## config.mk

```make
export PLATFORM = sky130hd
export DESIGN_NAME = spi_resp_tx
export DESIGN_NICKNAME = d
export VERILOG_FILES = /design/src/rtl/spi_pkg.sv /design/src/rtl/sync_fifo.sv /design/src/rtl/spi_resp_tx.sv
export SDC_FILE = /design/constraint.sdc
export NUM_CORES = 1
export LEC_CHECK = 0
export ABC_AREA = 1
export CORE_MARGIN = 3
export CORE_UTILIZATION = 49
export CTS_BUF_LIST = sky130_fd_sc_hd__clkbuf_8 sky130_fd_sc_hd__clkbuf_16
export CTS_CLUSTER_DIAMETER = 150
export CTS_CLUSTER_SIZE = 14
export DETAILED_ROUTE_END_ITERATION = 8
export PLACE_DENSITY = 0.72
export SLEW_MARGIN = 20
export SYNTH_ARGS = -nofsm -noshare
export SYNTH_HDL_FRONTEND = slang
export SYNTH_SLANG_ARGS = --single-unit
```

## constraint.sdc

```tcl
create_clock -name clk -period 4.95 [get_ports clk]
set_input_delay 0.495 -clock clk [delete_from_list [all_inputs] [get_ports clk]]
set_output_delay 0.495 -clock clk [all_outputs]
set_load 0.01 [all_outputs]
```

## src/rtl/spi_pkg.sv

```systemverilog
`default_nettype none
// +----------------------------------------------------------------------------+
// | spi_pkg : shared types and constants for the SPI response transmit path      |
// | Rev 1.0                                                                      |
// +----------------------------------------------------------------------------+
package spi_pkg;

  localparam int          BYTE_W            = 8;
  localparam logic [7:0]  DEFAULT_IDLE_BYTE = 8'hFF;

  typedef enum logic [1:0] {
    IDLE  = 2'd0,
    LOAD  = 2'd1,
    SHIFT = 2'd2
  } state_t;

endpackage
`default_nettype wire

```

## src/rtl/sync_fifo.sv

```systemverilog
`default_nettype none
// +----------------------------------------------------------------------------+
// | sync_fifo : single-clock FIFO, head visible on o_dout, registered count      |
// | Rev 1.0                                                                      |
// +----------------------------------------------------------------------------+
module sync_fifo #(
  parameter int WIDTH = 8,
  parameter int DEPTH = 4
) (
  input  logic                     clk,
  input  logic                     rst,
  input  logic                     i_push,
  input  logic [WIDTH-1:0]         i_din,
  input  logic                     i_pop,
  output logic [WIDTH-1:0]         o_dout,
  output logic                     o_full,
  output logic                     o_empty,
  output logic [$clog2(DEPTH):0]   o_count
);

  localparam int AW = $clog2(DEPTH);

  logic [WIDTH-1:0] r_mem [DEPTH];
  logic [AW-1:0]    r_wptr;
  logic [AW-1:0]    r_rptr;
  logic [AW:0]      r_count;
  logic             w_push;
  logic             w_pop;

  assign o_full  = (r_count == (AW+1)'(DEPTH));
  assign o_empty = (r_count == '0);
  assign o_count = r_count;
  assign o_dout  = r_mem[r_rptr];

  // A push into a full FIFO is dropped even if a pop happens the same cycle.
  assign w_push = i_push && !o_full;
  assign w_pop  = i_pop  && !o_empty;

  always_ff @(posedge clk) begin
    if (w_push) r_mem[r_wptr] <= i_din;
  end

  always_ff @(posedge clk or posedge rst) begin
    if (rst) begin
      r_wptr  <= '0;
      r_rptr  <= '0;
      r_count <= '0;
    end else begin
      if (w_push) r_wptr <= AW'(r_wptr + 1'b1);
      if (w_pop)  r_rptr <= AW'(r_rptr + 1'b1);
      case ({w_push, w_pop})
        2'b10:   r_count <= (AW+1)'(r_count + 1'b1);
        2'b01:   r_count <= (AW+1)'(r_count - 1'b1);
        default: r_count <= r_count;
      endcase
    end
  end

endmodule
`default_nettype wire

```

## src/rtl/spi_resp_tx.sv

```systemverilog
`default_nettype none
// +----------------------------------------------------------------------------+
// | spi_resp_tx : SPI mode-0 slave transmitter, MSB first, FIFO-buffered bytes   |
// | Rev 1.0                                                                      |
// +----------------------------------------------------------------------------+
module spi_resp_tx
  import spi_pkg::*;
#(
  parameter int                FIFO_DEPTH = 4,
  parameter logic [BYTE_W-1:0] IDLE_BYTE  = DEFAULT_IDLE_BYTE
) (
  input  logic              clk,
  input  logic              rst,
  input  logic              valid_in,
  input  logic [BYTE_W-1:0] char_in,
  output logic              ready_out,
  input  logic              sclk,
  input  logic              cs_n,
  output logic              miso,
  output logic              miso_oe,
  output logic              overflow,
  output logic              underflow
);

  localparam int CW = $clog2(FIFO_DEPTH) + 1;

  logic [2:0]        r_sclk_q;
  logic [2:0]        r_csn_q;
  logic              w_rise_sclk;
  logic              w_fall_sclk;
  logic              w_fall_cs;
  logic              w_rise_cs;

  state_t            r_state;
  state_t            w_state_nxt;
  logic [BYTE_W-1:0] r_shift;
  logic [BYTE_W-1:0] w_shift_nxt;
  logic [3:0]        r_cnt;
  logic [3:0]        w_cnt_nxt;
  logic              r_miso;
  logic              w_miso_nxt;
  logic              r_oe;
  logic              w_oe_nxt;
  logic              r_overflow;
  logic              r_underflow;
  logic              w_underflow;
  logic              w_load;
  logic              w_pop;

  logic [BYTE_W-1:0] w_head;
  logic              w_full;
  logic              w_empty;
  logic [CW-1:0]     w_count;

  sync_fifo #(
    .WIDTH (BYTE_W),
    .DEPTH (FIFO_DEPTH)
  ) u_fifo (
    .clk     (clk),
    .rst     (rst),
    .i_push  (valid_in),
    .i_din   (char_in),
    .i_pop   (w_pop),
    .o_dout  (w_head),
    .o_full  (w_full),
    .o_empty (w_empty),
    .o_count (w_count)
  );

  // Two metastability flops, third stage only for edge detection.
  always_ff @(posedge clk or posedge rst) begin
    if (rst) begin
      r_sclk_q <= 3'b000;
      r_csn_q  <= 3'b111;
    end else begin
      r_sclk_q <= {r_sclk_q[1:0], sclk};
      r_csn_q  <= {r_csn_q[1:0], cs_n};
    end
  end

  assign w_rise_sclk =  r_sclk_q[1] & ~r_sclk_q[2];
  assign w_fall_sclk = ~r_sclk_q[1] &  r_sclk_q[2];
  assign w_fall_cs   = ~r_csn_q[1]  &  r_csn_q[2];
  assign w_rise_cs   =  r_csn_q[1]  & ~r_csn_q[2];

  always_comb begin
    w_state_nxt = r_state;
    w_shift_nxt = r_shift;
    w_cnt_nxt   = r_cnt;
    w_miso_nxt  = r_miso;
    w_oe_nxt    = r_oe;
    w_pop       = 1'b0;
    w_underflow = 1'b0;
    w_load      = 1'b0;

    case (r_state)
      IDLE: begin
        w_miso_nxt = 1'b0;
        w_oe_nxt   = 1'b0;
        if (w_fall_cs) w_state_nxt = LOAD;
      end
      LOAD: w_load = 1'b1;
      SHIFT: begin
        if (w_rise_sclk) begin
          if (r_cnt != 4'd8) w_cnt_nxt = r_cnt + 4'd1;
        end else if (w_fall_sclk) begin
          if (r_cnt == 4'd8) begin
            w_load = 1'b1;
          end else begin
            w_shift_nxt = {r_shift[BYTE_W-2:0], 1'b0};
            w_miso_nxt  = r_shift[BYTE_W-2];
          end
        end
      end
      default: w_state_nxt = IDLE;
    endcase

    if (w_load) begin
      w_pop       = !w_empty;
      w_underflow = w_empty;
      w_shift_nxt = w_empty ? IDLE_BYTE : w_head;
      w_miso_nxt  = w_shift_nxt[BYTE_W-1];
      w_oe_nxt    = 1'b1;
      w_cnt_nxt   = 4'd0;
      w_state_nxt = SHIFT;
    end

    // Deselect overrides everything, including a coincident SCLK edge.
    if (w_rise_cs) begin
      w_state_nxt = IDLE;
      w_miso_nxt  = 1'b0;
      w_oe_nxt    = 1'b0;
      w_cnt_nxt   = 4'd0;
      w_pop       = 1'b0;
      w_underflow = 1'b0;
    end
  end

  always_ff @(posedge clk or posedge rst) begin
    if (rst) begin
      r_state     <= IDLE;
      r_shift     <= '0;
      r_cnt       <= 4'd0;
      r_miso      <= 1'b0;
      r_oe        <= 1'b0;
      r_overflow  <= 1'b0;
      r_underflow <= 1'b0;
    end else begin
      r_state     <= w_state_nxt;
      r_shift     <= w_shift_nxt;
      r_cnt       <= w_cnt_nxt;
      r_miso      <= w_miso_nxt;
      r_oe        <= w_oe_nxt;
      r_overflow  <= valid_in && w_full;
      r_underflow <= w_underflow;
    end
  end

  assign miso      = r_miso;
  assign miso_oe   = r_oe;
  assign overflow  = r_overflow;
  assign underflow = r_underflow;
  assign ready_out = (w_count < CW'(FIFO_DEPTH));

endmodule
`default_nettype wire

```

==> impl_metrics.toml <==
[setup_path]
slowest_stage = "dfrtp_1"
r2r_end = "u_fifo.o_count[2]"
reg2reg_slack_ns = 2.39
cp-start-kind = "flip-flop"
regToRegStartpoint = "r_state[0]"
ff2ff_path_depth = 14
cp.required_ns = 5.16
worstSetupEndpointType = "flip-flop"
cp-startpoint = "r_state[0]"
cp_num_cells = 14
setup.worst_path.class = "reg -> reg"
crit_fanout = 8
path_cells = "inv_1 > ha_1 > inv_2 > nor2_8 > nand2_4 > nand2_4 > nand3_4 > nor2_4 > ha_1 > inv_1 > fa_1 > a21oi_1 > o21ai_0 > xor2_1"
crit_buf_inv = 3
arrival_ns = 2.77
crit_path_max_incr_delay_ns = 0.40
crit_end = "u_fifo.o_count[2]"
crit_family = "adder cells"

[logic_synthesis]
synth_warnings = 0
synth_seq_cells = 62
synthArstFlopShare = 0.484
synth_flop_cell = "edfxtp_1"
synth_nets = 290
yosysSeqAreaShare = 0.605
synth_cells = 264
synth.avg_cell_area_um2 = 10.7
synth_edf_count = 32
synth_cell_types = 32
syn-cell-area_um2 = 2830

[placement]
gp_congestion = 0.817
dpl.hpwl_um = 3370
port_buffers = 17

[grt]
gr-usage-met1 = 0.226
grt-busiest-layer = "met2"
globalRouteOverflowTotal = 0
grt_max_degree = 31
met2_usage = 0.267
grt_usage = 0.176
grtUsageMet3 = 0.0614
grt_pass1_vias = 1850
antenna_found_initial = 0
grt_pass1_wl_um = 8510

[clocking]
cts_hold_buffers = 0
path_clk_slew_ns = 0.07
clkLatencyLatePin_ns = 0.34
htree_levels = 3
postCtsSetupBuffers = 0
numCtsBuffers = 9
post_cts_resized = 0
cts_num_sinks = 62
cts-root-buf = "clkbuf_8"
tritoncts = "yes"
clockBufferDepth = 2

[route]
drt_iter0_drc = 93
dr.pass1.iters = 4
vias_per_cell = 4.99
wl_per_cell_um = 13.7
via_count = 1828
wirelength_um = 5030
ant_nets = 0
drc = 0

[power]
vdd_ir_drop_max_v = 0.000335
powerDensity_nw_per_um2 = 552
leakagePower_nw = 1.44

[hold_path]
min_path_type = "reg -> reg"

[floorplan]
io_pins = 18
dieWidth_um = 82.1
start_util = 0.512
dieArea_um2 = 6730
coreArea_um2 = 5540
die_y_um = 82.1
fp-row-count = 27

[timing]
tightestPinTransition_ns = 0.786
fin_crit_ns = 2.56
report.final.hold_viol_count = 0
finClkSkew_ns = 0.00889
maxSlewHeadroom = 0.474
setup_violations = 0
maxSlewViolCount = 0
rsz0062_at_grt = "no"
fmax_mhz = 391
finalSetupTns_ns = 0
holdWs_ns = 0.357
post-route-period-util = 0.517

[finish]
drive_above_1_share = 0.112
fin_nets = 315
diodes = 0
fillers = 459
syn2layout_area_growth_pct = 15.8

[status]
status = "finished, final reports clean"

[job]
drv_cap = 0
==> area by class of cell <==
cell class | instances | area (um2) | area share
clock inverter | 7 | 73.8 | 0.0225
sequential | 62 | 1720 | 0.523
multi-input combinational | 167 | 985 | 0.300
timing repair buffer | 18 | 178 | 0.0541
clock buffer | 9 | 124 | 0.0377
tap | 72 | 90.1 | 0.0274
inverter | 31 | 116 | 0.0355
==> layer usage <==
metal | wire [um] | vias to the layer above
li1 | - | 925
met5 | 0 | -
met2 | 2480 | 25
met1 | 2270 | 866
met4 | 109 | 0
met3 | 168 | 12
==> synth_stat cells (2+ instances only) <==
| master | count | area, um2 |
|---|---|---|
| nor2_4 | 2 | 22.5 |
| clkbuf_1 | 2 | 7.51 |
| ha_1 | 12 | 150 |
| edfxtp_1 | 32 | 961 |
| dfstp_2 | 3 | 78.8 |
| buf_2 | 2 | 10.0 |
| dfrtp_1 | 27 | 676 |
| inv_2 | 2 | 7.51 |
| nand3_1 | 14 | 70.1 |
| o21ai_1 | 2 | 10.0 |
| xor2_1 | 5 | 43.8 |
| o22ai_1 | 2 | 12.5 |
| o22a_1 | 4 | 35.0 |
| nand2_1 | 58 | 218 |
| nor2_1 | 26 | 97.6 |
| nand2_4 | 3 | 33.8 |
| inv_1 | 29 | 109 |
| a21oi_1 | 4 | 20.0 |
| nand4_1 | 4 | 25.0 |
| nor2_8 | 2 | 40.0 |
| o21ai_0 | 18 | 90.1 |
==> stage by stage <==
| step | instances | setup slack, ns | total power, mW | instance area, um2 | util |
|---|---|---|---|---|---|
| 3_3_place_gp | 350 | 2.50 | 1.37 | 3080 | 0.557 |
| 3_5_place_dp | 350 | 2.40 | 1.39 | 3080 | 0.557 |
| 2_1_floorplan | 264 | 2.59 | 1.22 | 2830 | - |
| 5_1_grt | 366 | 2.22 | 1.95 | 3280 | 0.592 |
| 4_1_cts | 366 | 2.39 | 1.83 | 3280 | 0.592 |
| 6_report | 366 | 2.39 | 1.81 | 3280 | 0.592 |
==> layout by cell type (no fill, tap or decap), types with 5 or more instances in the layout <==
cell type,Yosys,routed
nand3_1,14,14
ha_1,12,12
inv_1,29,29
edfxtp_1,32,32
nand2_1,58,58
o21ai_0,18,18
dfrtp_1,27,27
clkdlybuf4s50_1,0,17
nor2_1,26,26
xor2_1,5,5
clkbuf_8,0,9
==> power breakdown <==
group,switching (mW),total (mW),internal [mW]
clock,0.198,0.432,0.234
sequential,0.0991,0.780,0.681
combinational,0.375,0.598,0.223
total,0.672,1.81,1.14
==> state kept, by name (all words and copies together), names as in the netlist <==
name,cells
overflow,1
r_cnt,4
r_csn_q,3
u_fifo.r_mem,32
u_fifo.r_rptr,2
miso,1
r_state,2
r_shift,7
underflow,1
u_fifo.r_wptr,2
r_sclk_q,3
u_fifo.o_count,3
miso_oe,1
==> logic make-up after synthesis <==
| kind of cell | count (synthesis) | share of synthesized area |
|---|---|---|
| xor gates and xnor gates | 6 | 0.0185 |
| AOI/OAI and AO/OA | 34 | 0.0715 |
| buffers and inverters | 35 | 0.0472 |
| and+or+nand+nor | 114 | 0.197 |
| DFF | 62 | 0.605 |
| adders and majority gates | 13 | 0.0600 |
==> worst min-delay path by stage <==
stage               slack, ns     endpoint  cells after the start   startpoint
CTS                      0.36   r_csn_q[1]                      0   r_csn_q[0]
finish                   0.36   r_csn_q[1]                      0   r_csn_q[0]
global placement         0.33  r_sclk_q[1]                      0  r_sclk_q[0]
floorplan                0.33  r_sclk_q[1]                      0  r_sclk_q[0]
global route             0.37   r_csn_q[1]                      0   r_csn_q[0]
detailed placement       0.35   r_csn_q[1]                      0   r_csn_q[0]
No activity file was read; power rests on OpenSTA's default activity.
